[src/rtl/pipemem_stage.sv]
// MEM stage: word-addressed data memory with WAIT_CYCLES wait states and stall.
// Optional misalignment flag merr when PIPEMEM_ALIGN_CHECK_EN is defined.
module pipemem_stage #(
   parameter int AW          = 5,
   parameter int WAIT_CYCLES = 2
) (
   input  logic        clk,
   input  logic        clrn,
   input  logic        mwreg,
   input  logic        mm2reg,
   input  logic        mwmem,
   input  logic [31:0] malu,
   input  logic [31:0] mb,
   output logic [31:0] mmo,
   output logic        mwreg_o,
   output logic        mstall
`ifdef PIPEMEM_ALIGN_CHECK_EN
   ,
   output logic        merr
`endif
);

   typedef enum logic {
      S_IDLE,
      S_WAIT
   } state_t;

   localparam logic [3:0] WC = 4'(WAIT_CYCLES);

   state_t        state;
   logic [3:0]    cnt;
   logic [31:0]   mem [2**AW];
   logic [AW-1:0] idx;
   logic          memop;
   logic          busy;
   logic          done;
   logic          wen;
   logic          unused_bits;

   assign idx         = malu[AW+1:2];
   assign memop       = mm2reg | mwmem;
   assign busy        = memop & (cnt != WC);
   assign done        = memop & ~busy;
   assign unused_bits = ^{malu[31:AW+2], malu[1:0]};

   assign mstall  = clrn & busy;
   assign mwreg_o = clrn & mwreg & ~busy;
   assign mmo     = clrn ? mem[idx] : 32'h0;

`ifdef PIPEMEM_ALIGN_CHECK_EN
   logic misal;
   assign misal = |malu[1:0];
   assign wen   = clrn & mwmem & done & ~misal;
`else
   assign wen   = clrn & mwmem & done;
`endif

   always_ff @(posedge clk) begin
      if (!clrn) begin
         state <= S_IDLE;
         cnt   <= 4'd0;
      end else begin
         unique case (state)
            S_IDLE: begin
               if (memop && WAIT_CYCLES > 0) begin
                  state <= S_WAIT;
                  cnt   <= 4'd1;
               end
            end
            S_WAIT: begin
               // a dropped memop abandons the access
               if (!memop || cnt == WC) begin
                  state <= S_IDLE;
                  cnt   <= 4'd0;
               end else begin
                  cnt <= cnt + 4'd1;
               end
            end
         endcase
      end
   end

`ifdef PIPEMEM_ALIGN_CHECK_EN
   always_ff @(posedge clk) begin
      if (!clrn)
         merr <= 1'b0;
      else if (done && misal)
         merr <= 1'b1;
   end
`endif

   always_ff @(posedge clk) begin
      if (wen)
         mem[idx] <= mb;
   end

endmodule

[config.mk]
export PLATFORM = sky130hd
export DESIGN_NAME = pipemem_stage
export DESIGN_NICKNAME = d
export VERILOG_FILES = /design/src/rtl/pipemem_stage.sv
export SDC_FILE = /design/constraint.sdc
export NUM_CORES = 1
export LEC_CHECK = 0
export BUFFER_PORTS_ARGS = -buffer_cell sky130_fd_sc_hd__buf_2
export CAP_MARGIN = 10
export CELL_PAD_IN_SITES_DETAIL_PLACEMENT = 0
export CELL_PAD_IN_SITES_GLOBAL_PLACEMENT = 1
export CORE_UTILIZATION = 58
export CTS_CLUSTER_DIAMETER = 40
export DETAILED_ROUTE_END_ITERATION = 7
export PLACE_DENSITY = 0.92
export RECOVER_POWER = 100
export SLEW_MARGIN = 20
export SYNTH_ARGS = -nofsm -noshare
export SYNTH_HDL_FRONTEND = slang
export SYNTH_SLANG_ARGS = --single-unit
[constraint.sdc]
create_clock -name clk -period 6.1 [get_ports clk]
set_input_delay 0.305 -clock clk [delete_from_list [all_inputs] [get_ports clk]]
set_output_delay 0.305 -clock clk [all_outputs]
set_load 0.005 [all_outputs]
==> metrics.csv, run 1 <==
metric,value,unit
detail_route.first_pass.iterations,7,
grt_first_pass_wirelength,135,mm
leakagePower,15.1,nW
critPathSlowestCell,sky130_fd_sc_hd__clkbuf_1,
whs,100,ps
worst_slew_margin_rel,-85.2,%
synthesis.nets,2182,
n_fill_cell,4207,
seq_area,30800,µm²
cts.htree.levels,3,
globalplace.congestion,0.828,
synthesis.yosys.warnings,0,
hold_end,state,
worstPathMaxFanout,25,
max_clk_rate,0.202,GHz
final_period_minus_worst_setup_slack,4950,ps
design.portCount,103,
fin_cells,3185,
setup_total_negative_slack,0,ps
clock_tree.root_cell,sky130_fd_sc_hd__clkbuf_16,
worst-endpoint-required,6340,ps
clock_tree_from_tritoncts,yes,
postCtsResizedCells,0,
drt_wl_total,92.5,mm
cp-end-kind,flip-flop,
floorplan.initialDensity,58.7,%
failed_checks,"capacitance limit, slew limit",
yosys.cell_types.count,39,
die_y,263,µm
timing.final.setup_violations,0,
worstReg2RegStart,cnt[0],
layout.nets,2292,
post_route_cells_drive_above_1_share,11.6,%
final_instance_area,44300,µm²
crit_path_leading_delay_family,simple AND/OR/NAND/NOR gates,
ys_seq_elements,1029,
numPortBuffers,75,
slew_viols_final,638,
layout.core_utilization,65.8,%
cellPowerDensity,335,nW/µm²
layout-area-overhead-vs-synth,12.2,%
dp_cells,2983,
die_x_extent,263,µm
drc_errors,0,
place.detailed.hpwl,49.4,mm
path_cells,inv_1 > ha_1 > nor3b_1 > and3_1 > nand3b_1 > nor2_1 > clkbuf_1,
synthesis.instances,2111,
hp-class,primary input to flip-flop,
drtIter0Drc,2751,
status,"complete, but fails checks",
floorplan.rows,95,
dieArea,69100,µm²
reg2reg_depth,7,
grt-ovfl-total,0,
fin_total_pwr,14.9,mW
multi_input_combinational_cell_area,7970,µm²
rsz0062_at_grt,no,
worstSetupPathType,flip-flop to flip-flop,
cts_made_buffers,107,
clkLatencyLatePin,690,ps
gr-usage-all-layers,26.8,%
fin_crit_sh,81.2,%
share_of_synthesized_area_occupied_by_flip_flops_and_latches,78.2,%
drv_cap,27,
critPathArrivalTime,5200,ps
vdd_ir_drop_max,0.000286,V
final_common_cell,sky130_fd_sc_hd__edfxtp_1,
critical_hold_path_startpoint,mwmem,
timing_worst_slew_pin_value,2780,ps
detail_route.wl_per_cell,29.0,µm
timing.critical_path.buf_inv,2,
final_worst_path_setup_slack,1150,ps
finalHoldViolCount,0,
route.vias.total,21134,
worst_setup_hold_path_clk_slew,60,ps
grt_pass1_vias,21312,
preCtsSetupSlack,2270,ps
max-clock-path-buffers,3,
final.setup_skew,35.6,ps
cts_sinks,1029,
via_per_inst,6.64,
mostFrequentLayoutCells,"sky130_fd_sc_hd__edfxtp_1, sky130_fd_sc_hd__mux2i_1, sky130_fd_sc_hd__o22ai_1",
crit_path_max_incr_delay,1520,ps
postCtsHoldBufs,2,
grt_max_degree,114,
holdPathStages,3,
detail-route-antenna-nets,0,
rrSetupSlack,1150,ps
number_of_setup_buffers_added_after_cts,0,
grt_antenna_before_repair,6,
synth.cell_area,39500,µm²
cp_launch_type,flip-flop,
regToRegEndpoint,mem[9][11],
core_region_area,67300,µm²
synth_area_per_cell,18.7,µm²
placement.cell_area,41000,µm²
cell type report:
class / instances / area share [%]
clock buffer: 123 / 6.25
inverter: 1 / 0.00848
timing repair buffer: 131 / 1.68
clock inverter: 75 / 1.89
antenna: 2 / 0.0113
tap: 873 / 2.47
sequential: 1029 / 69.7
multi-input combinational: 951 / 18.0
worst reg2reg max path, stage by stage, from the launching register on:
cell and delay [ps]:
sky130_fd_sc_hd__dfxtp_1 360, sky130_fd_sc_hd__inv_1 90, sky130_fd_sc_hd__ha_1 140, sky130_fd_sc_hd__nor3b_1 870, sky130_fd_sc_hd__and3_1 290, sky130_fd_sc_hd__nand3b_1 280, sky130_fd_sc_hd__nor2_1 980, sky130_fd_sc_hd__clkbuf_1 1520
how the worst max path moves through the flow:
stage | from | to | slack, ps | cells past startpoint
2_1_floorplan | cnt[0] | mem[24][0] | 2130 | 7
3_3_place_gp | malu[3] | mmo[2] | 2320 | 7
3_5_place_dp | malu[3] | mmo[2] | 2270 | 7
4_1_cts | malu[3] | mmo[2] | 2250 | 7
5_1_grt | cnt[0] | mem[24][4] | 1060 | 7
6_report | cnt[0] | mem[9][11] | 1150 | 7
synthesized netlist by cell type:
library cell | count | share of area (%)
sky130_fd_sc_hd__o22ai_2 | 2 | 0.063
sky130_fd_sc_hd__nand2_1 | 3 | 0.029
sky130_fd_sc_hd__o21ai_0 | 5 | 0.063
sky130_fd_sc_hd__nor4_1 | 64 | 1.0
sky130_fd_sc_hd__nor2_1 | 32 | 0.30
sky130_fd_sc_hd__buf_4 | 2 | 0.038
sky130_fd_sc_hd__nand4bb_1 | 6 | 0.17
sky130_fd_sc_hd__nand4b_1 | 4 | 0.089
sky130_fd_sc_hd__buf_1 | 1 | 0.0095
sky130_fd_sc_hd__dfxtp_1 | 5 | 0.25
sky130_fd_sc_hd__and3_1 | 1 | 0.016
sky130_fd_sc_hd__clkbuf_2 | 1 | 0.013
sky130_fd_sc_hd__nor2b_1 | 2 | 0.032
sky130_fd_sc_hd__a21boi_0 | 2 | 0.038
sky130_fd_sc_hd__a21oi_1 | 2 | 0.025
sky130_fd_sc_hd__nand3_1 | 3 | 0.038
sky130_fd_sc_hd__or4b_2 | 1 | 0.025
sky130_fd_sc_hd__a21boi_1 | 32 | 0.61
sky130_fd_sc_hd__nor3_1 | 6 | 0.076
sky130_fd_sc_hd__or4b_4 | 1 | 0.035
sky130_fd_sc_hd__buf_6 | 13 | 0.37
sky130_fd_sc_hd__ha_1 | 2 | 0.063
sky130_fd_sc_hd__nand3b_1 | 3 | 0.057
sky130_fd_sc_hd__nand2b_1 | 1 | 0.016
sky130_fd_sc_hd__o311a_1 | 1 | 0.025
sky130_fd_sc_hd__and4b_1 | 1 | 0.025
sky130_fd_sc_hd__or3b_2 | 2 | 0.044
sky130_fd_sc_hd__nand4_1 | 1 | 0.016
sky130_fd_sc_hd__edfxtp_1 | 1024 | 78
sky130_fd_sc_hd__buf_2 | 81 | 1.0
sky130_fd_sc_hd__nor3b_2 | 1 | 0.032
sky130_fd_sc_hd__or4_1 | 2 | 0.038
sky130_fd_sc_hd__o211a_1 | 1 | 0.025
sky130_fd_sc_hd__o22ai_1 | 254 | 4.0
sky130_fd_sc_hd__or3_1 | 1 | 0.016
sky130_fd_sc_hd__or4b_1 | 3 | 0.076
sky130_fd_sc_hd__inv_1 | 1 | 0.0095
sky130_fd_sc_hd__mux2i_1 | 512 | 13
sky130_fd_sc_hd__clkbuf_1 | 32 | 0.30
cells by family (layout without fill, tap and decap cells):
| logic type | Yosys count | count (layout) | share of synthesized area (%) |
|---|---|---|---|
| fa+ha+maj | 2 | 2 | 0.0634 |
| buf+inv | 131 | 330 | 1.77 |
| mux | 512 | 512 | 13.0 |
| compound gates | 299 | 299 | 4.88 |
| simple gates | 138 | 138 | 2.15 |
| flops | 1029 | 1029 | 78.2 |
| other cells | 0 | 2 | 0 |
power by group:
part	internal, mW	total (mW)	switching [mW]
combinational	0.182	0.550	0.368
sequential	7.78	7.78	0.00216
clock	3.81	6.52	2.71
total	11.8	14.9	3.08
registers in the layout (all words and copies together), names as in the netlist:
register  cells
mem        1024
cnt           4
state         1
metal layers:
layer | GRT usage (%) | routed length (µm) | part of all wire [%] | vias to the layer above
li1 | - | - | - | 8886
met1 | 34.7 | 34000 | 37 | 10729
met2 | 45.0 | 45800 | 50 | 1300
met3 | 4.58 | 9050 | 9.8 | 215
met4 | 11.7 | 3560 | 3.9 | 4
met5 | 0 | 27 | 0.029 | -
Note: power is estimated with default switching activity, not from simulation.
==> run 2: changes to the inputs <==
--- a/config.mk
+++ b/config.mk
@@ -9,10 +9,10 @@
 export CAP_MARGIN = 10
 export CELL_PAD_IN_SITES_DETAIL_PLACEMENT = 0
 export CELL_PAD_IN_SITES_GLOBAL_PLACEMENT = 1
-export CORE_UTILIZATION = 58
+export CORE_UTILIZATION = 54
 export CTS_CLUSTER_DIAMETER = 40
 export DETAILED_ROUTE_END_ITERATION = 7
-export PLACE_DENSITY = 0.92
+export PLACE_DENSITY = 0.87
 export RECOVER_POWER = 100
 export SLEW_MARGIN = 20
 export SYNTH_ARGS = -nofsm -noshare
==> constraint.sdc (replaced) <==
create_clock -name clk -period 5.1 [get_ports clk]
set_input_delay 0.255 -clock clk [delete_from_list [all_inputs] [get_ports clk]]
set_output_delay 0.255 -clock clk [all_outputs]
set_load 0.005 [all_outputs]
==> run 2 against run 1 <==
The run still ends with capacitance limit, slew limit left. Critical endpoint is now mmo[9]. Final cell count increased by 3.1%. Clock-buffer cell count increased by 4. Setup slack got worse by 480 ps. Routed wire length increased by 3.7%. Clock skew decreased by 3.3 ps. First-iteration DRC count decreased by 13%. Via count decreased by 0.16%.
==> metrics.csv, run 2 (synthesis gave the netlist of run 1 again) <==
metric,value,unit,change
status,"complete, but fails checks",,
failed_checks,"capacitance limit, slew limit",,
worst-endpoint-required,4850,ps,-1490 ps
layout.core_utilization,62.1,%,-3.7 points
worstPathMaxFanout,27,,+8.0%
layout.nets,2313,,+0.92%
gr-usage-all-layers,25.9,%,-0.89 points
timing.final.setup_violations,0,,unchanged
final.setup_skew,32.3,ps,-3.31 ps
mostFrequentLayoutCells,"sky130_fd_sc_hd__edfxtp_1, sky130_fd_sc_hd__mux2i_1, sky130_fd_sc_hd__o22ai_1",,
layout-area-overhead-vs-synth,13.0,%,
grt_first_pass_wirelength,138,mm,+2.8%
final_common_cell,sky130_fd_sc_hd__edfxtp_1,,
final_worst_path_setup_slack,666,ps,-480 ps
setup_total_negative_slack,0,ps,unchanged
core_region_area,71900,µm²,+6.8%
detail-route-antenna-nets,0,,unchanged
critPathArrivalTime,4180,ps,-1020 ps
globalplace.congestion,0.816,,-1.4%
top_register,mem,,
cp-end-kind,output port,,
dieArea,74200,µm²,+7.4%
detail_route.first_pass.iterations,5,,-2
fin_cells,3284,,+3.1%
floorplan.initialDensity,54.9,%,-3.7 points
drtIter0Drc,2391,,-13%
place.detailed.hpwl,52.0,mm,+5.2%
worst_slew_margin_rel,-25.7,%,+60 points
drt_wl_total,95.9,mm,+3.7%
worst_setup_hold_path_clk_slew,60,ps,about the same
largestRegisters,"mem x1024, cnt x4, state x1",,
cp_launch_type,primary input,,
clock_tree_from_tritoncts,yes,,
crit_path_max_incr_delay,1670,ps,+150 ps
critPathSlowestCell,sky130_fd_sc_hd__nand4bb_1,,
grt_antenna_before_repair,2,,-4
floorplan.rows,98,,+3.2%
rsz0062_at_grt,no,,
clkLatencyLatePin,650,ps,-40 ps
preCtsSetupSlack,1610,ps,-665 ps
via_per_inst,6.43,,-3.2%
vdd_ir_drop_max,0.000319,V,+12%
max-clock-path-buffers,3,,unchanged
reg2reg_depth,7,,unchanged
cts_made_buffers,110,,+2.8%
grt_busiest_layer,met2,,
holdPathStages,3,,unchanged
die_x_extent,272,µm,+3.6%
die_y,272,µm,+3.6%
fin_crit_sh,86.9,%,
cellPowerDensity,398,nW/µm²,+19%
grt_pass1_vias,21087,,-1.1%
leakagePower,15.2,nW,+0.68%
max_clk_rate,0.226,GHz,
slew_viols_final,303,,-53%
number_of_setup_buffers_added_after_cts,0,,unchanged
detail_route.wl_per_cell,29.2,µm,+0.53%
grt_max_degree,126,,+11%
timing_worst_slew_pin_value,1880,ps,-895 ps
dp_cells,3078,,+3.2%
worstSetupPathType,primary input to output port,,
grtUsageMet2,42.9,%,-2.0 points
final_period_minus_worst_setup_slack,4430,ps,
cts.htree.levels,3,,unchanged
largest_register_ffs,1024,,unchanged
grt-ovfl-total,0,,unchanged
cts_sinks,1029,,unchanged
met3_track_demand_over_resource_in_global_routing,4.01,%,-0.57 points
path_cells,clkbuf_1 > nand4bb_1 > buf_4 > o22ai_1 > nor4_1 > a21boi_0 > buf_2,,
design.portCount,103,,unchanged
clock_tree.root_cell,sky130_fd_sc_hd__clkbuf_16,,
postCtsResizedCells,0,,unchanged
route.vias.total,21101,,-0.16%
hp-class,primary input to flip-flop,,
post_route_cells_drive_above_1_share,13.0,%,+1.4 points
drc_errors,0,,unchanged
drv_cap,14,,-48%
finalHoldViolCount,0,,unchanged
fin_total_pwr,17.8,mW,+20%
numPortBuffers,75,,unchanged
global_route.usage.met1,34.3,%,-0.39 points
## run 2: worst paths after layout
path,from,to,slack (ps)
worst max-delay path,malu[4],mmo[9],670
worst max register to register,cnt[0],mem[31][15],820
worst min register to register,state,state,500
worst min-delay path,mwmem,state,40
## run 2: what timing repair did
item,in CTS,in global routing
hold buffers,2,0
endpoints found under the hold margin,2,0
setup endpoints to repair,0,0
## run 2: per-layer routing
layer  routed length (µm)  up-vias
li1                     -     8918
met1                35900    10752
met2                47100     1221
met3                 9080      210
met4                 3790        0
met5                    0        -
## run 2: cell type report
class / count / area [µm²]
antenna: 1 / 2.50
clock buffer: 127 / 2900
clock inverter: 76 / 724
fill: 4916 / 27200
inverter: 1 / 3.75
multi-input combinational: 951 / 8070
sequential: 1029 / 30800
tap: 950 / 1190
timing repair buffer: 149 / 868
## run 2: where the power goes
part | switching [mW] | leakage [nW] | internal [mW]
Sequential | 0.00239 | 9.24 | 9.31
Combinational | 0.433 | 4.25 | 0.216
Clock | 3.25 | 1.75 | 4.57
## run 2: metrics by stage
stage                     instance area (µm²)  hold slack, ps
after floorplan                         39500             354
after global placement                  41200             455
after detailed placement                41200             476
after CTS                               44900            1.07
after global routing                    44600            75.3
final                                   44600            44.7
## run 2: critical path, delay by kind of cell
| family | cells | cell delay [ps] |
|---|---|---|
| AO/OA/AOI/OAI | 2 | 710 |
| buffers and inverters | 3 | 1430 |
| AND/OR/NAND/NOR | 2 | 1750 |
